## src/rtl/gate_ctrl_if.sv

```systemverilog
// gate_ctrl_if
// Bundles the signals between the measurement sequencer and the outside world:
// requests from the front panel (start, cont), the counter-chain feedback
// (din, co), the counter controls (en, cnt_clear_n) and the display-side
// result (dout, ovf, valid, busy).
//   master : the sequencer (gate_ctrl) side
//   slave  : the counter chain / display / requester side
interface gate_ctrl_if;
   logic        start;
   logic        cont;
   logic [15:0] din;
   logic        co;
   logic        en;
   logic        cnt_clear_n;
   logic [15:0] dout;
   logic        ovf;
   logic        valid;
   logic        busy;

   modport master (
      input  start, cont, din, co,
      output en, cnt_clear_n, dout, ovf, valid, busy
   );

   modport slave (
      output start, cont, din, co,
      input  en, cnt_clear_n, dout, ovf, valid, busy
   );
endinterface

```

## src/rtl/gate_ctrl.sv

```systemverilog
// gate_ctrl
// Measurement sequencer for the capacitance meter. Clears the BCD decade
// counter chain, opens a fixed gate window, lets the chain settle, then
// latches the four-digit result and an overflow flag. In continuous mode the
// result is held for a while and the cycle repeats.
// Ports:
//   clk   : system clock, rising edge
//   clear : synchronous active-high reset
//   bus   : gate_ctrl_if.master (start, cont, din, co in;
//           en, cnt_clear_n, dout, ovf, valid, busy out)
module gate_ctrl #(
   parameter int CLEAR_CYCLES  = 4,
   parameter int GATE_CYCLES   = 1000000,
   parameter int SETTLE_CYCLES = 2,
   parameter int HOLD_CYCLES   = 500000
) (
   input  logic        clk,
   input  logic        clear,
   gate_ctrl_if.master bus
);

   // One shared duration counter, sized for the longest state.
   localparam int MAX_CG     = (CLEAR_CYCLES > GATE_CYCLES) ? CLEAR_CYCLES : GATE_CYCLES;
   localparam int MAX_SH     = (SETTLE_CYCLES > HOLD_CYCLES) ? SETTLE_CYCLES : HOLD_CYCLES;
   localparam int MAX_CYCLES = (MAX_CG > MAX_SH) ? MAX_CG : MAX_SH;
   localparam int CW         = $clog2(MAX_CYCLES) + 1;

   localparam logic [CW-1:0] CLEAR_LOAD  = CW'(CLEAR_CYCLES - 1);
   localparam logic [CW-1:0] GATE_LOAD   = CW'(GATE_CYCLES - 1);
   localparam logic [CW-1:0] SETTLE_LOAD = CW'(SETTLE_CYCLES - 1);
   localparam logic [CW-1:0] HOLD_LOAD   = CW'(HOLD_CYCLES - 1);

   typedef enum logic [2:0] {
      IDLE,
      CLR,
      GATE,
      SETTLE,
      LATCH,
      HOLD
   } state_t;

   state_t        state, state_next;
   logic [CW-1:0] cnt, cnt_next;
   logic          sticky, sticky_next;
   logic          cnt_done;

   assign cnt_done = (cnt == '0);

   // Next-state logic. Each timed state is entered with its length minus one
   // loaded into the counter and leaves on the cycle the counter reads zero.
   // The overflow sticky is cleared while counters are being cleared, and
   // collects carries both in the gate and in the settle window so a carry
   // that lags gate close is still seen.
   always_comb begin
      state_next  = state;
      cnt_next    = cnt;
      sticky_next = sticky;
      case (state)
         IDLE: begin
            if (bus.start || bus.cont) begin
               state_next = CLR;
               cnt_next   = CLEAR_LOAD;
            end
         end
         CLR: begin
            sticky_next = 1'b0;
            if (cnt_done) begin
               state_next = GATE;
               cnt_next   = GATE_LOAD;
            end else begin
               cnt_next = cnt - 1'b1;
            end
         end
         GATE: begin
            if (bus.co) sticky_next = 1'b1;
            if (cnt_done) begin
               state_next = SETTLE;
               cnt_next   = SETTLE_LOAD;
            end else begin
               cnt_next = cnt - 1'b1;
            end
         end
         SETTLE: begin
            if (bus.co) sticky_next = 1'b1;
            if (cnt_done) begin
               state_next = LATCH;
               cnt_next   = '0;
            end else begin
               cnt_next = cnt - 1'b1;
            end
         end
         LATCH: begin
            if (bus.cont) begin
               state_next = HOLD;
               cnt_next   = HOLD_LOAD;
            end else begin
               state_next = IDLE;
            end
         end
         HOLD: begin
            if (cnt_done) begin
               if (bus.cont) begin
                  state_next = CLR;
                  cnt_next   = CLEAR_LOAD;
               end else begin
                  state_next = IDLE;
               end
            end else begin
               cnt_next = cnt - 1'b1;
            end
         end
         default: begin
            state_next = IDLE;
            cnt_next   = '0;
         end
      endcase
   end

   // State register and registered outputs. Outputs are decoded from the
   // current state, so they follow each state change by one cycle; this keeps
   // en and the counter clear mutually exclusive and glitch free.
   always_ff @(posedge clk) begin
      if (clear) begin
         state           <= IDLE;
         cnt             <= '0;
         sticky          <= 1'b0;
         bus.en          <= 1'b0;
         bus.cnt_clear_n <= 1'b0;
         bus.dout        <= 16'h0000;
         bus.ovf         <= 1'b0;
         bus.valid       <= 1'b0;
         bus.busy        <= 1'b0;
      end else begin
         state           <= state_next;
         cnt             <= cnt_next;
         sticky          <= sticky_next;
         bus.en          <= (state == GATE);
         bus.cnt_clear_n <= (state != CLR);
         bus.busy        <= (state != IDLE);
         bus.valid       <= (state == LATCH);
         if (state == LATCH) begin
            bus.dout <= bus.din;
            bus.ovf  <= sticky;
         end
      end
   end

endmodule

```

## src/flat_wrapper.sv

```systemverilog
// flat-port wrapper written by rule: the top's interface ports become plain ports
module gate_ctrl_flat 
#(
   parameter int CLEAR_CYCLES  = 4,
   parameter int GATE_CYCLES   = 1000000,
   parameter int SETTLE_CYCLES = 2,
   parameter int HOLD_CYCLES   = 500000
)
  (clk, clear, bus_start, bus_cont, bus_din, bus_co, bus_en, bus_cnt_clear_n, bus_dout, bus_ovf, bus_valid, bus_busy);
  gate_ctrl_if bus_i ();
  input  logic clk;
  input  logic clear;
  input wire logic [$bits(bus_i.start)-1:0] bus_start;
  input wire logic [$bits(bus_i.cont)-1:0] bus_cont;
  input wire logic [$bits(bus_i.din)-1:0] bus_din;
  input wire logic [$bits(bus_i.co)-1:0] bus_co;
  output wire logic [$bits(bus_i.en)-1:0] bus_en;
  output wire logic [$bits(bus_i.cnt_clear_n)-1:0] bus_cnt_clear_n;
  output wire logic [$bits(bus_i.dout)-1:0] bus_dout;
  output wire logic [$bits(bus_i.ovf)-1:0] bus_ovf;
  output wire logic [$bits(bus_i.valid)-1:0] bus_valid;
  output wire logic [$bits(bus_i.busy)-1:0] bus_busy;
  assign bus_i.start = bus_start;
  assign bus_i.cont = bus_cont;
  assign bus_i.din = bus_din;
  assign bus_i.co = bus_co;
  assign bus_en = bus_i.en;
  assign bus_cnt_clear_n = bus_i.cnt_clear_n;
  assign bus_dout = bus_i.dout;
  assign bus_ovf = bus_i.ovf;
  assign bus_valid = bus_i.valid;
  assign bus_busy = bus_i.busy;
  gate_ctrl #(.CLEAR_CYCLES(CLEAR_CYCLES), .GATE_CYCLES(GATE_CYCLES), .SETTLE_CYCLES(SETTLE_CYCLES), .HOLD_CYCLES(HOLD_CYCLES)) u_core (.clk(clk), .clear(clear), .bus(bus_i));
endmodule
```

## config.mk

```make
export PLATFORM = sky130hd
export DESIGN_NAME = gate_ctrl_flat
export DESIGN_NICKNAME = d
export VERILOG_FILES = /design/src/rtl/gate_ctrl_if.sv /design/src/rtl/gate_ctrl.sv /design/src/flat_wrapper.sv
export SDC_FILE = /design/constraint.sdc
export NUM_CORES = 1
export LEC_CHECK = 0
export BUFFER_PORTS_ARGS = -buffer_cell sky130_fd_sc_hd__buf_2
export CORE_MARGIN = 2
export CORE_UTILIZATION = 56
export DETAILED_ROUTE_END_ITERATION = 7
export GPL_TIMING_DRIVEN = 0
export PLACE_DENSITY = 0.8
export SETUP_SLACK_MARGIN = 0.1
export SYNTH_ARGS = -nofsm -noshare
export SYNTH_HDL_FRONTEND = slang
export SYNTH_SLANG_ARGS = --single-unit
```

## constraint.sdc

```tcl
create_clock -name clk -period 3 [get_ports clk]
set_clock_uncertainty 0.1 [all_clocks]
set_input_delay 0.45 -clock clk [delete_from_list [all_inputs] [get_ports clk]]
set_output_delay 0.45 -clock clk [all_outputs]
set_load 0.02 [all_outputs]
```

==> results by group <==
Global route
  • Initial antenna violation count: 0
  • First-pass GRT wire length: 11.01 mm
  • GR Overflow Total: 0
  • GRT Resource Usage Total: 27.68%
  • Vias in the first global route: 2303
  • Pin count of the biggest net entering global routing: 15

Setup path
  • Crit path DAT: 2.77 ns
  • Crit end category: register
  • Worst Path Required: 3.13 ns
  • WS Path Type: register to register
  • Setup crit start kind: register
  • Worst-path cell chain: or4_4 > nor4_4 > a31oi_2 > nor2_2 > buf_4 > a21oi_1 > nor3_1
  • Crit-path slowest cell: or4_4
  • Crit path max fanout: 10
  • Max incr delay on CP: 0.60 ns

Synthesis
  • Register bit total from synthesis: 46
  • Post-synth EDFFs: 0
  • Top FF cell, synth: dfxtp_1
  • Syn Nets: 335
  • FFs w/ async S/R, synth: 0%
  • Mapped Area: 2479 sq um
  • Yosys warning count: 0
  • Top post-synthesis cells by area: dfxtp_1 (37%), a21oi_1 (7.3%), nand2_1 (7.1%)
  • Synth unique cells: 57
  • Yosys top cell area share: 37.15%
  • Sequential-to-total area share from yosys stat: 37.15%
  • Avg Cell Area, Syn: 7.944 sq um
  • Post-synth top area cell: dfxtp_1
  • Post-Syn Instances: 312

CTS
  • H-tree depth: 2
  • Sink Count: 46
  • Resized cells post-CTS: 0
  • Clock slew at reported path FFs: 0.09 ns
  • Num CTS Buffers: 5
  • Root Driver: clkbuf_8
  • Maximum root-to-sink buffer count: 2
  • Post-CTS setup buffer count: 0
  • TritonCTS clock tree: built
  • Hold_buf cts: 0
  • Worst-Skew Late Latency: 0.30 ns

Job
  • Max-cap violations: 0

Place
  • DP Wirelength: 4.739 mm
  • PortBufs: 41
  • RD Place Congestion: 0.9456

Floorplan
  • Die height: 70.53 um
  • Core Rows: 24
  • Ports: 42
  • Initial Util: 57.72%
  • Die area: 4974 sq um
  • Die X: 70.53 um
  • Core Box Area: 4294 sq um

Timing
  • Worst-Margin Slew: 1.152 ns
  • Endpoints failing setup: 0
  • RSZ-0062 raised after global routing: no
  • Final Hold Vio Count: 0
  • Max-slew violation count: 0
  • Post-route minimum period: 2.640 ns
  • Fmax: 378.7 MHz
  • Final setup TNS: 0 ns
  • Slew headroom: 22.49%
  • Crit share post-route: 88.01%

Power and ir drop
  • Max IR drop VDD: 0.7575 mV
  • PD cells: 1170 nW/um^2
  • Leakage power: 1.138 nW

Route
  • WL final: 6.400 mm
  • Vias per inst: 6.005
  • Post-detailed-route wirelength per cell: 15.50 um
  • DRT iter0 DRCs: 176
  • Post-DRT Antenna Nets: 0
  • DR pass1 iterations: 5
  • Vias: 2480
  • Residual DRC count: 0

Layout
  • Fillcell total: 408
  • Final core occ: 67.34%
  • Fraction of layout cells with a size suffix above 1: 21.05%
  • Layout Nets: 383
  • N_diodes: 0
  • P&R area growth vs syn: 16.66%

Status
  • Status: finished, final reports clean

Hold path
  • Hold crit path type: input port to register
[kinds of logic after synthesis]
kind of cell,count (synthesis),share of synthesized area [%]
adders and majority gates,2,1.009
xor gates and xnor gates,11,3.887
and+or+nand+nor,138,29.78
AOI/OAI and AO/OA,91,23.27
DFF,46,37.15
buffers and inverters,24,4.896
[final timing paths]
check | from | endpoint | slack [ns] | depth (start not counted)
setup / recovery | u_core.cnt[15] | u_core.cnt[3] | 0.36 | 7
hold / removal | bus_din[14] | u_core.bus.dout[14] | 0.28 | 3
setup reg to reg | u_core.cnt[15] | u_core.cnt[3] | 0.36 | 7
hold reg to reg | u_core.bus.dout[0] | u_core.bus.dout[0] | 0.35 | 2
[per-stage QoR]
step           cell area [sq um]  total power [W]  hold slack (ns)  setup WS (ns)  cells
6_report                    2892         0.003383           0.2774         0.3597    413
5_1_grt                     2892         0.003623           0.2914         0.2004    413
4_1_cts                     2892         0.003353           0.2743         0.4016    413
3_5_place_dp                2749         0.002783           0.3438         0.4100    405
3_3_place_gp                2749         0.002743           0.3387         0.4283    405
2_1_floorplan               2479         0.002390           0.3383         0.6903    312
[cell usage in the layout, fill, tap and decap left out, drive strengths merged, types with 2 or more instances in the layout]
cell type | Yosys | routed
a221oi | 4 | 4
and3 | 4 | 4
bufinv | 0 | 2
a22oi | 4 | 4
or4 | 7 | 7
o2111a | 2 | 2
clkbuf | 10 | 16
o21ai | 26 | 26
nand3 | 8 | 8
xnor2 | 3 | 3
nand4 | 2 | 2
nand2b | 6 | 6
o22ai | 2 | 2
xor2 | 8 | 8
a21oi | 36 | 36
a211oi | 3 | 3
ha | 2 | 2
inv | 8 | 8
nor2 | 34 | 34
o211ai | 6 | 6
dfxtp | 46 | 46
or3 | 2 | 2
buf | 6 | 47
nand2 | 49 | 49
nor3 | 10 | 10
nor4 | 12 | 12
[cells in the mapped netlist, types with 3 or more instances]
cell type	number
or4_1	3
clkbuf_1	9
o21ai_1	14
nand2_1	47
dfxtp_1	46
nor4_1	9
a221oi_1	4
inv_1	8
nand3_1	8
a22oi_1	4
xor2_1	8
o211ai_1	6
nor2_1	32
nor3_1	10
a211oi_1	3
nand2b_1	4
xnor2_1	3
a21oi_1	36
or4_4	3
o21ai_0	9
[cell type report]
cell class	instances	area (sq um)	area share, %
plain buffers	16	91.34	3.159
clock buffers	6	82.58	2.856
flip-flops and latches	46	920.9	31.85
inverters	8	30.03	1.039
multi-input cells	242	1436	49.68
repair buffers	41	205.2	7.097
clock inverters	2	60.06	2.077
well taps	52	65.06	2.250
[layer usage]
layer	vias to the layer above	GRT usage, %	wire length, um
met5	-	0	0
li1	1222	-	-
met1	1144	39.08	2784
met4	0	9.434	126
met3	12	5.698	537
met2	102	42.66	2951
[registers in the layout, summed over array words and instances, names as in the netlist]
name and flops:
u_core.cnt 21, u_core.bus.dout 16, u_core.state 3, u_core.bus.busy 1, u_core.bus.cnt_clear_n 1, u_core.bus.en 1, u_core.bus.ovf 1, u_core.bus.valid 1
u_core.sticky 1
[critical path, delay by kind of cell (launching register included)]
| kind | cells | cell delay (ns) |
|---|---|---|
| AOI/OAI and AO/OA | 2 | 0.37 |
| DFF | 1 | 0.37 |
| and+or+nand+nor | 4 | 1.46 |
| buffers and inverters | 1 | 0.26 |
[power by group]
group	leakage (nW)	total, W	switching (W)	internal [W]
sequential	0.374	0.000852	0.000122	0.000730
combinational	0.693	0.00197	0.00122	0.000749
clock	0.0714	0.000560	0.000205	0.000355
Power figures use the tool's default switching activity.
